**config.mk**
```make
export PLATFORM = sky130hd
export DESIGN_NAME = out_bcd_converter_flat
export DESIGN_NICKNAME = d
export VERILOG_FILES = /design/src/rtl/out_bcd_converter_if.sv /design/src/rtl/out_bcd_converter.sv /design/src/flat_wrapper.sv
export SDC_FILE = /design/constraint.sdc
export NUM_CORES = 1
export LEC_CHECK = 0
export CORE_MARGIN = 1.5
export CORE_UTILIZATION = 30
export CTS_BUF_LIST = sky130_fd_sc_hd__clkbuf_16
export CTS_CLUSTER_DIAMETER = 60
export DETAILED_ROUTE_END_ITERATION = 6
export GPL_TIMING_DRIVEN = 0
export PLACE_DENSITY_LB_ADDON = 0.05
export SETUP_SLACK_MARGIN = 0.2
export SKIP_CTS_REPAIR_TIMING = 1
export SYNTH_ARGS = -nofsm -noshare
export SYNTH_HDL_FRONTEND = slang
export SYNTH_SLANG_ARGS = --single-unit
export TNS_END_PERCENT = 10
```
**constraint.sdc**
```tcl
create_clock -name clk -period 2.5 [get_ports clk]
set_input_delay 0.25 -clock clk [delete_from_list [all_inputs] [get_ports clk]]
set_output_delay 0.25 -clock clk [all_outputs]
set_load 0.05 [all_outputs]
```
**src/rtl/out_bcd_converter_if.sv**
```systemverilog
//------------------------------------------------------------------------------
// Module      : out_bcd_converter_if
// Description : Bundle between the CPU output port and the BCD converter.
//               The optional 7-segment bus exists only when OUT_SSEG_EN is
//               defined.
// Revision    : 1.0 - initial release
//------------------------------------------------------------------------------
`default_nettype none

interface out_bcd_converter_if #(
  parameter int DATA_WIDTH = 16,
  parameter int DIGITS     = 5
);
  logic [DATA_WIDTH-1:0] in;
  logic [4*DIGITS-1:0]   bcd;
  logic                  valid;
  logic                  busy;
`ifdef OUT_SSEG_EN
  logic [7*DIGITS-1:0]   sseg;

  modport master (output in, input bcd, input valid, input busy, input sseg);
  modport slave  (input in, output bcd, output valid, output busy, output sseg);
`else
  modport master (output in, input bcd, input valid, input busy);
  modport slave  (input in, output bcd, output valid, output busy);
`endif
endinterface

`default_nettype wire

```
**src/rtl/out_bcd_converter.sv**
```systemverilog
//------------------------------------------------------------------------------
// Module      : out_bcd_converter
// Description : Watches the CPU output port and, whenever the value changes,
//               converts it to packed BCD with a serial double-dabble
//               (one bit per clock). Result is registered with a one-cycle
//               valid pulse. Optional macro OUT_SSEG_EN adds a registered
//               active-low 7-segment output with leading-zero blanking.
// Revision    : 1.0 - initial release
//------------------------------------------------------------------------------
`default_nettype none

module out_bcd_converter #(
  parameter int DATA_WIDTH = 16,
  parameter int DIGITS     = 5
) (
  input  wire logic          clk,
  input  wire logic          rst_n,
  out_bcd_converter_if.slave bus
);

  localparam int CNT_W = $clog2(DATA_WIDTH + 1);
  localparam int BCD_W = 4 * DIGITS;

  typedef enum logic [1:0] {
    IDLE  = 2'd0,
    SHIFT = 2'd1,
    DONE  = 2'd2
  } state_t;

  state_t                r_state;
  state_t                w_next_state;
  logic [DATA_WIDTH-1:0] r_last_value;
  logic [DATA_WIDTH-1:0] r_bin;
  logic [BCD_W-1:0]      r_scratch;
  logic [BCD_W-1:0]      w_adj;
  logic [BCD_W-1:0]      r_bcd;
  logic [CNT_W-1:0]      r_cnt;
  logic                  r_valid;
  logic                  w_start;
  logic                  w_last_shift;

  // A new conversion starts only when the port value differs from the last capture.
  assign w_start      = (bus.in != r_last_value);
  assign w_last_shift = (r_cnt == CNT_W'(DATA_WIDTH - 1));

  // Double-dabble correction: any nibble >= 5 gets +3 before it is doubled.
  for (genvar gi = 0; gi < DIGITS; gi++) begin : g_adj
    assign w_adj[4*gi +: 4] = (r_scratch[4*gi +: 4] >= 4'd5) ?
                              (r_scratch[4*gi +: 4] + 4'd3) :
                              r_scratch[4*gi +: 4];
  end

  // State register.
  always_ff @(posedge clk or negedge rst_n) begin
    if (!rst_n) begin
      r_state <= IDLE;
    end else begin
      r_state <= w_next_state;
    end
  end

  // Next-state decode.
  always_comb begin
    w_next_state = r_state;
    case (r_state)
      IDLE:    if (w_start) w_next_state = SHIFT;
      SHIFT:   if (w_last_shift) w_next_state = DONE;
      DONE:    w_next_state = IDLE;
      default: w_next_state = IDLE;
    endcase
  end

  // Datapath: capture, shift/adjust, and result load.
  always_ff @(posedge clk or negedge rst_n) begin
    if (!rst_n) begin
      r_last_value <= '0;
      r_bin        <= '0;
      r_scratch    <= '0;
      r_cnt        <= '0;
      r_bcd        <= '0;
      r_valid      <= 1'b0;
    end else begin
      r_valid <= 1'b0;
      case (r_state)
        IDLE: begin
          if (w_start) begin
            r_last_value <= bus.in;
            r_bin        <= bus.in;
            r_scratch    <= '0;
            r_cnt        <= '0;
          end
        end
        SHIFT: begin
          // Top nibbles that fall off the end give the value modulo 10^DIGITS.
          {r_scratch, r_bin} <= {w_adj, r_bin} << 1;
          r_cnt              <= r_cnt + CNT_W'(1);
        end
        DONE: begin
          r_bcd   <= r_scratch;
          r_valid <= 1'b1;
        end
        default: ;
      endcase
    end
  end

  assign bus.bcd   = r_bcd;
  assign bus.valid = r_valid;
  assign bus.busy  = (r_state != IDLE);

`ifdef OUT_SSEG_EN
  logic [7*DIGITS-1:0] r_sseg;
  logic [7*DIGITS-1:0] w_sseg;

  function automatic logic [6:0] f_seg7(input logic [3:0] d);
    case (d)
      4'd0:    f_seg7 = 7'b1000000;
      4'd1:    f_seg7 = 7'b1111001;
      4'd2:    f_seg7 = 7'b0100100;
      4'd3:    f_seg7 = 7'b0110000;
      4'd4:    f_seg7 = 7'b0011001;
      4'd5:    f_seg7 = 7'b0010010;
      4'd6:    f_seg7 = 7'b0000010;
      4'd7:    f_seg7 = 7'b1111000;
      4'd8:    f_seg7 = 7'b0000000;
      4'd9:    f_seg7 = 7'b0010000;
      default: f_seg7 = 7'b1111111;
    endcase
  endfunction

  // Segment decode of the finished scratch value, blanking zeros above the top nonzero digit.
  always_comb begin : p_sseg_decode
    logic w_lit;
    w_sseg = '1;
    w_lit  = 1'b0;
    for (int i = DIGITS - 1; i >= 0; i--) begin
      if ((r_scratch[4*i +: 4] != 4'd0) || (i == 0)) w_lit = 1'b1;
      w_sseg[7*i +: 7] = w_lit ? f_seg7(r_scratch[4*i +: 4]) : 7'b1111111;
    end
  end

  // Segment register loads alongside bcd; reset shows a single "0".
  always_ff @(posedge clk or negedge rst_n) begin
    if (!rst_n) begin
      r_sseg      <= '1;
      r_sseg[6:0] <= 7'b1000000;
    end else if (r_state == DONE) begin
      r_sseg <= w_sseg;
    end
  end

  assign bus.sseg = r_sseg;
`endif

endmodule

`default_nettype wire

```
**src/flat_wrapper.sv**
```systemverilog
// flat-port wrapper written by rule: the top's interface ports become plain ports
module out_bcd_converter_flat 
#(
  parameter int DATA_WIDTH = 16,
  parameter int DIGITS     = 5
)
  (clk, rst_n, bus_in, bus_bcd, bus_valid, bus_busy);
  out_bcd_converter_if #(.DATA_WIDTH(DATA_WIDTH), .DIGITS(DIGITS)) bus_i ();
  input  wire logic clk;
  input  wire logic rst_n;
  input wire logic [$bits(bus_i.in)-1:0] bus_in;
  output wire logic [$bits(bus_i.bcd)-1:0] bus_bcd;
  output wire logic [$bits(bus_i.valid)-1:0] bus_valid;
  output wire logic [$bits(bus_i.busy)-1:0] bus_busy;
  assign bus_i.in = bus_in;
  assign bus_bcd = bus_i.bcd;
  assign bus_valid = bus_i.valid;
  assign bus_busy = bus_i.busy;
  out_bcd_converter #(.DATA_WIDTH(DATA_WIDTH), .DIGITS(DIGITS)) u_core (.clk(clk), .rst_n(rst_n), .bus(bus_i));
endmodule
```
==> impl_results.md <==
* Post-synth top area share at 52.17%
* Ys async rst share at 100.0%
* Root Driver: clkbuf_16
* Fraction of layout cells with a size suffix above 1 at 10.25%
* Post-DRT Antenna Nets at 0
* Die H at 116.1 um
* Clk pin slew, worst setup/hold paths at 0.06 ns
* Residual DRC count at 0
* Internal power at 3.588 mW
* Routed WL at 8.368 mm
* Clk sinks at 80
* Via count at 2603
* MaxCap Viol Count at 0
* Syn Nets at 373
* Worst r2r path cells at 6
* Hold Crit Class: primary input to async pin
* Fmax at 0.4432 GHz
* VDD IR max at 275.8 uV
* Worst setup EP type: primary output
* DR iter-0 viols at 87
* Status: complete, no violations
* Worst EP required at 2.25 ns
* Io pins at 40
* Post-Syn Area at 0.003837 mm2
* Num CTS Buffers at 9
* Worst hold slack at 0.3886 ns
* Depth of the CTS H-tree at 3
* Leakage at 2.190 nW
* Initial antenna violation count at 0
* FF-to-FF End: u_core.r_last_value[8]
* WS Path Type: register to primary output
* Initial Util at 30.53%
* Largest cells by area after synthesis: dfrtp_1, mux2_1, nand2_1
* FF-to-FF Start: u_core.r_last_value[11]
* Synth Warn # at 0
* Register area share after synthesis at 52.17%
* CP Launch Type: register
* Synth cell types at 37
* Vias in the first global route at 2679
* Most frequent cell after synthesis: dfrtp_1
* Final net count at 425
* DP Wirelength at 5.927 mm
* Grt ovf at 0
* Sw Ratio at 36.62%
* Top FF cell, synth: dfrtp_1
* Routability cong. at 0.7395
* Final Skew at 0.007867 ns
* Setup violators final at 0
* Syn-to-layout area delta at 24.81%
* Slew margin rel. at 60.40%
* Die span in x at 116.1 um
* Clock buffer depth at 2
* Core Rows at 41
* Synth Instances at 343
* WL/cell at 14.63 um
* GRT Total Usage at 14.17%
* Switching power at 2.073 mW
* Critical Path Source: u_core.r_state[1]
* Worst Path Arrival at 2.01 ns
* Seq pwr share at 36.6%
* DP Worst Slack at -0.1157 ns
* Synth Register Bits at 80
* Core ar. at 0.01257 mm2
* Max Slew Vio Count at 0
* Die ar. at 0.01348 mm2
* Latest clock arrival within the worst-skew pair at 0.34 ns
* Endpoints failing hold at 0
* Synth top cells by count: dfrtp_1, nand2_1, mux2_1
* CP endpoint: bus_busy
* Diodes inserted at 0
* Final period util at 90.25%
* Post-synth EDFFs at 0
* Worst setup margin at 0.2437 ns
* DRT Pass-1 Iters at 4
* Worst Tran Pin Value at 0.5939 ns
* Clock share of power at 25.0%
* Syn Area/Cell at 11.19 um2
* CTS tree: yes
* RSZ-0062 raised after global routing: yes
* Max FO, Critical Path at 7
* Leading area contributor after synthesis: dfrtp_1
* Tmin final at 2.256 ns
* First-pass GRT wire length at 14.23 mm
* Comb pwr share at 38.4%
* IO Port Bufs at 39
* Vias/cell at 4.551
* Largest net degree at the start of global routing at 53
* PD cells at 1182 mW/mm2
* Reg2Reg Setup Slack at 0.31 ns
## power by group through the flow
stage                     clock network [mW]  logic (mW)  registers (mW)
after floorplan                            0        1.20            2.47
after global placement                     0        2.19            2.09
after detailed placement                   0        2.21            2.10
after CTS                               1.47        2.21            2.08
after global routing                    1.51        2.43            2.15
final                                   1.42        2.17            2.07
## worst min path at each step
stage / from / depth (start not counted) / slack [ns] / to
after floorplan: rst_n / 0 / -0.05 / u_core.bus.bcd[0]
after global placement: u_core.r_cnt[3] / 1 / 0.45 / u_core.r_cnt[3]
after detailed placement: rst_n / 1 / 0.23 / u_core.bus.bcd[10]
after CTS: rst_n / 1 / -0.14 / u_core.bus.bcd[10]
after global routing: rst_n / 2 / 0.43 / u_core.bus.bcd[10]
final: rst_n / 2 / 0.39 / u_core.bus.bcd[10]
## registers in the layout, summed over array words and instances (netlist names)
name / flops
u_core.bus.bcd: 20
u_core.r_scratch: 20
u_core.r_bin: 16
u_core.r_last_value: 16
u_core.r_cnt: 5
u_core.r_state: 2
u_core.bus.valid: 1
## layout by cell type, fill, tap and decap left out, types with 2 or more instances in the layout
| cell type | count |
|---|---|
| a22o_1 | 5 |
| bufinv_16 | 2 |
| a31oi_1 | 5 |
| o21ai_1 | 13 |
| buf_4 | 2 |
| ha_1 | 12 |
| nand2b_1 | 5 |
| nor4_2 | 4 |
| nor3b_1 | 3 |
| clkdlybuf4s50_1 | 38 |
| nand2_1 | 68 |
| xor2_1 | 16 |
| nor2_1 | 4 |
| dfrtp_1 | 80 |
| mux2_4 | 11 |
| buf_2 | 2 |
| xnor2_1 | 10 |
| mux2_1 | 29 |
| clkbuf_1 | 7 |
| mux2i_1 | 3 |
| nand4_1 | 2 |
| o22ai_1 | 10 |
| a21oi_1 | 14 |
| clkbuf_16 | 9 |
| buf_6 | 3 |
| inv_1 | 14 |
| a21o_1 | 2 |
| o21ai_0 | 8 |
| clkinv_2 | 3 |
## cell type report
cell class	count	area (um2)
Timing Repair Buffer	41	425.4
Multi-Input combinational cell	234	1698
Buffer	14	81.33
Inverter	15	56.30
Fill cell	1286	7779
Clock buffer	9	225.2
Sequential cell	80	2002
Clock inverter	7	86.33
Tap cell	172	215.2
## metal layers
layer / vias up / global-route usage (%) / routed length (um)
li1: 1281 / - / -
met1: 1271 / 18.59 / 4019
met2: 39 / 22.63 / 3919
met3: 12 / 3.425 / 281
met4: 0 / 5.691 / 148
met5: - / 0 / 0
## kinds of logic after synthesis
group | Yosys count | share of synthesized area (%)
simple gates | 91 | 10.96
xor+xnor | 26 | 5.934
fa+ha+maj | 12 | 3.913
buf+inv | 29 | 3.587
flops | 80 | 52.17
compound gates | 62 | 9.847
mux | 43 | 13.60
## worst max-delay path: stages (launching register included)
cell and delay, ns:
dfrtp_1 0.32, clkbuf_1 0.32, nor2_1 0.12, inv_1 0.11
clkdlybuf4s50_1 0.80
## stage by stage
| step | instances | utilization, % | area, um2 | total power, mW | TNS, ns |
|---|---|---|---|---|---|
| 6_report | 572 | 38.11 | 4790 | 5.661 | 0 |
| 5_1_grt | 572 | 38.11 | 4790 | 6.080 | 0 |
| 4_1_cts | 571 | 38.03 | 4780 | 5.757 | 0 |
| 3_5_place_dp | 555 | 35.55 | 4468 | 4.309 | -1.088 |
| 3_3_place_gp | 554 | 35.35 | 4443 | 4.274 | -163.06 |
| 2_1_floorplan | 343 | - | 3837 | 3.669 | 0 |
(Power assumes the default switching activity.)
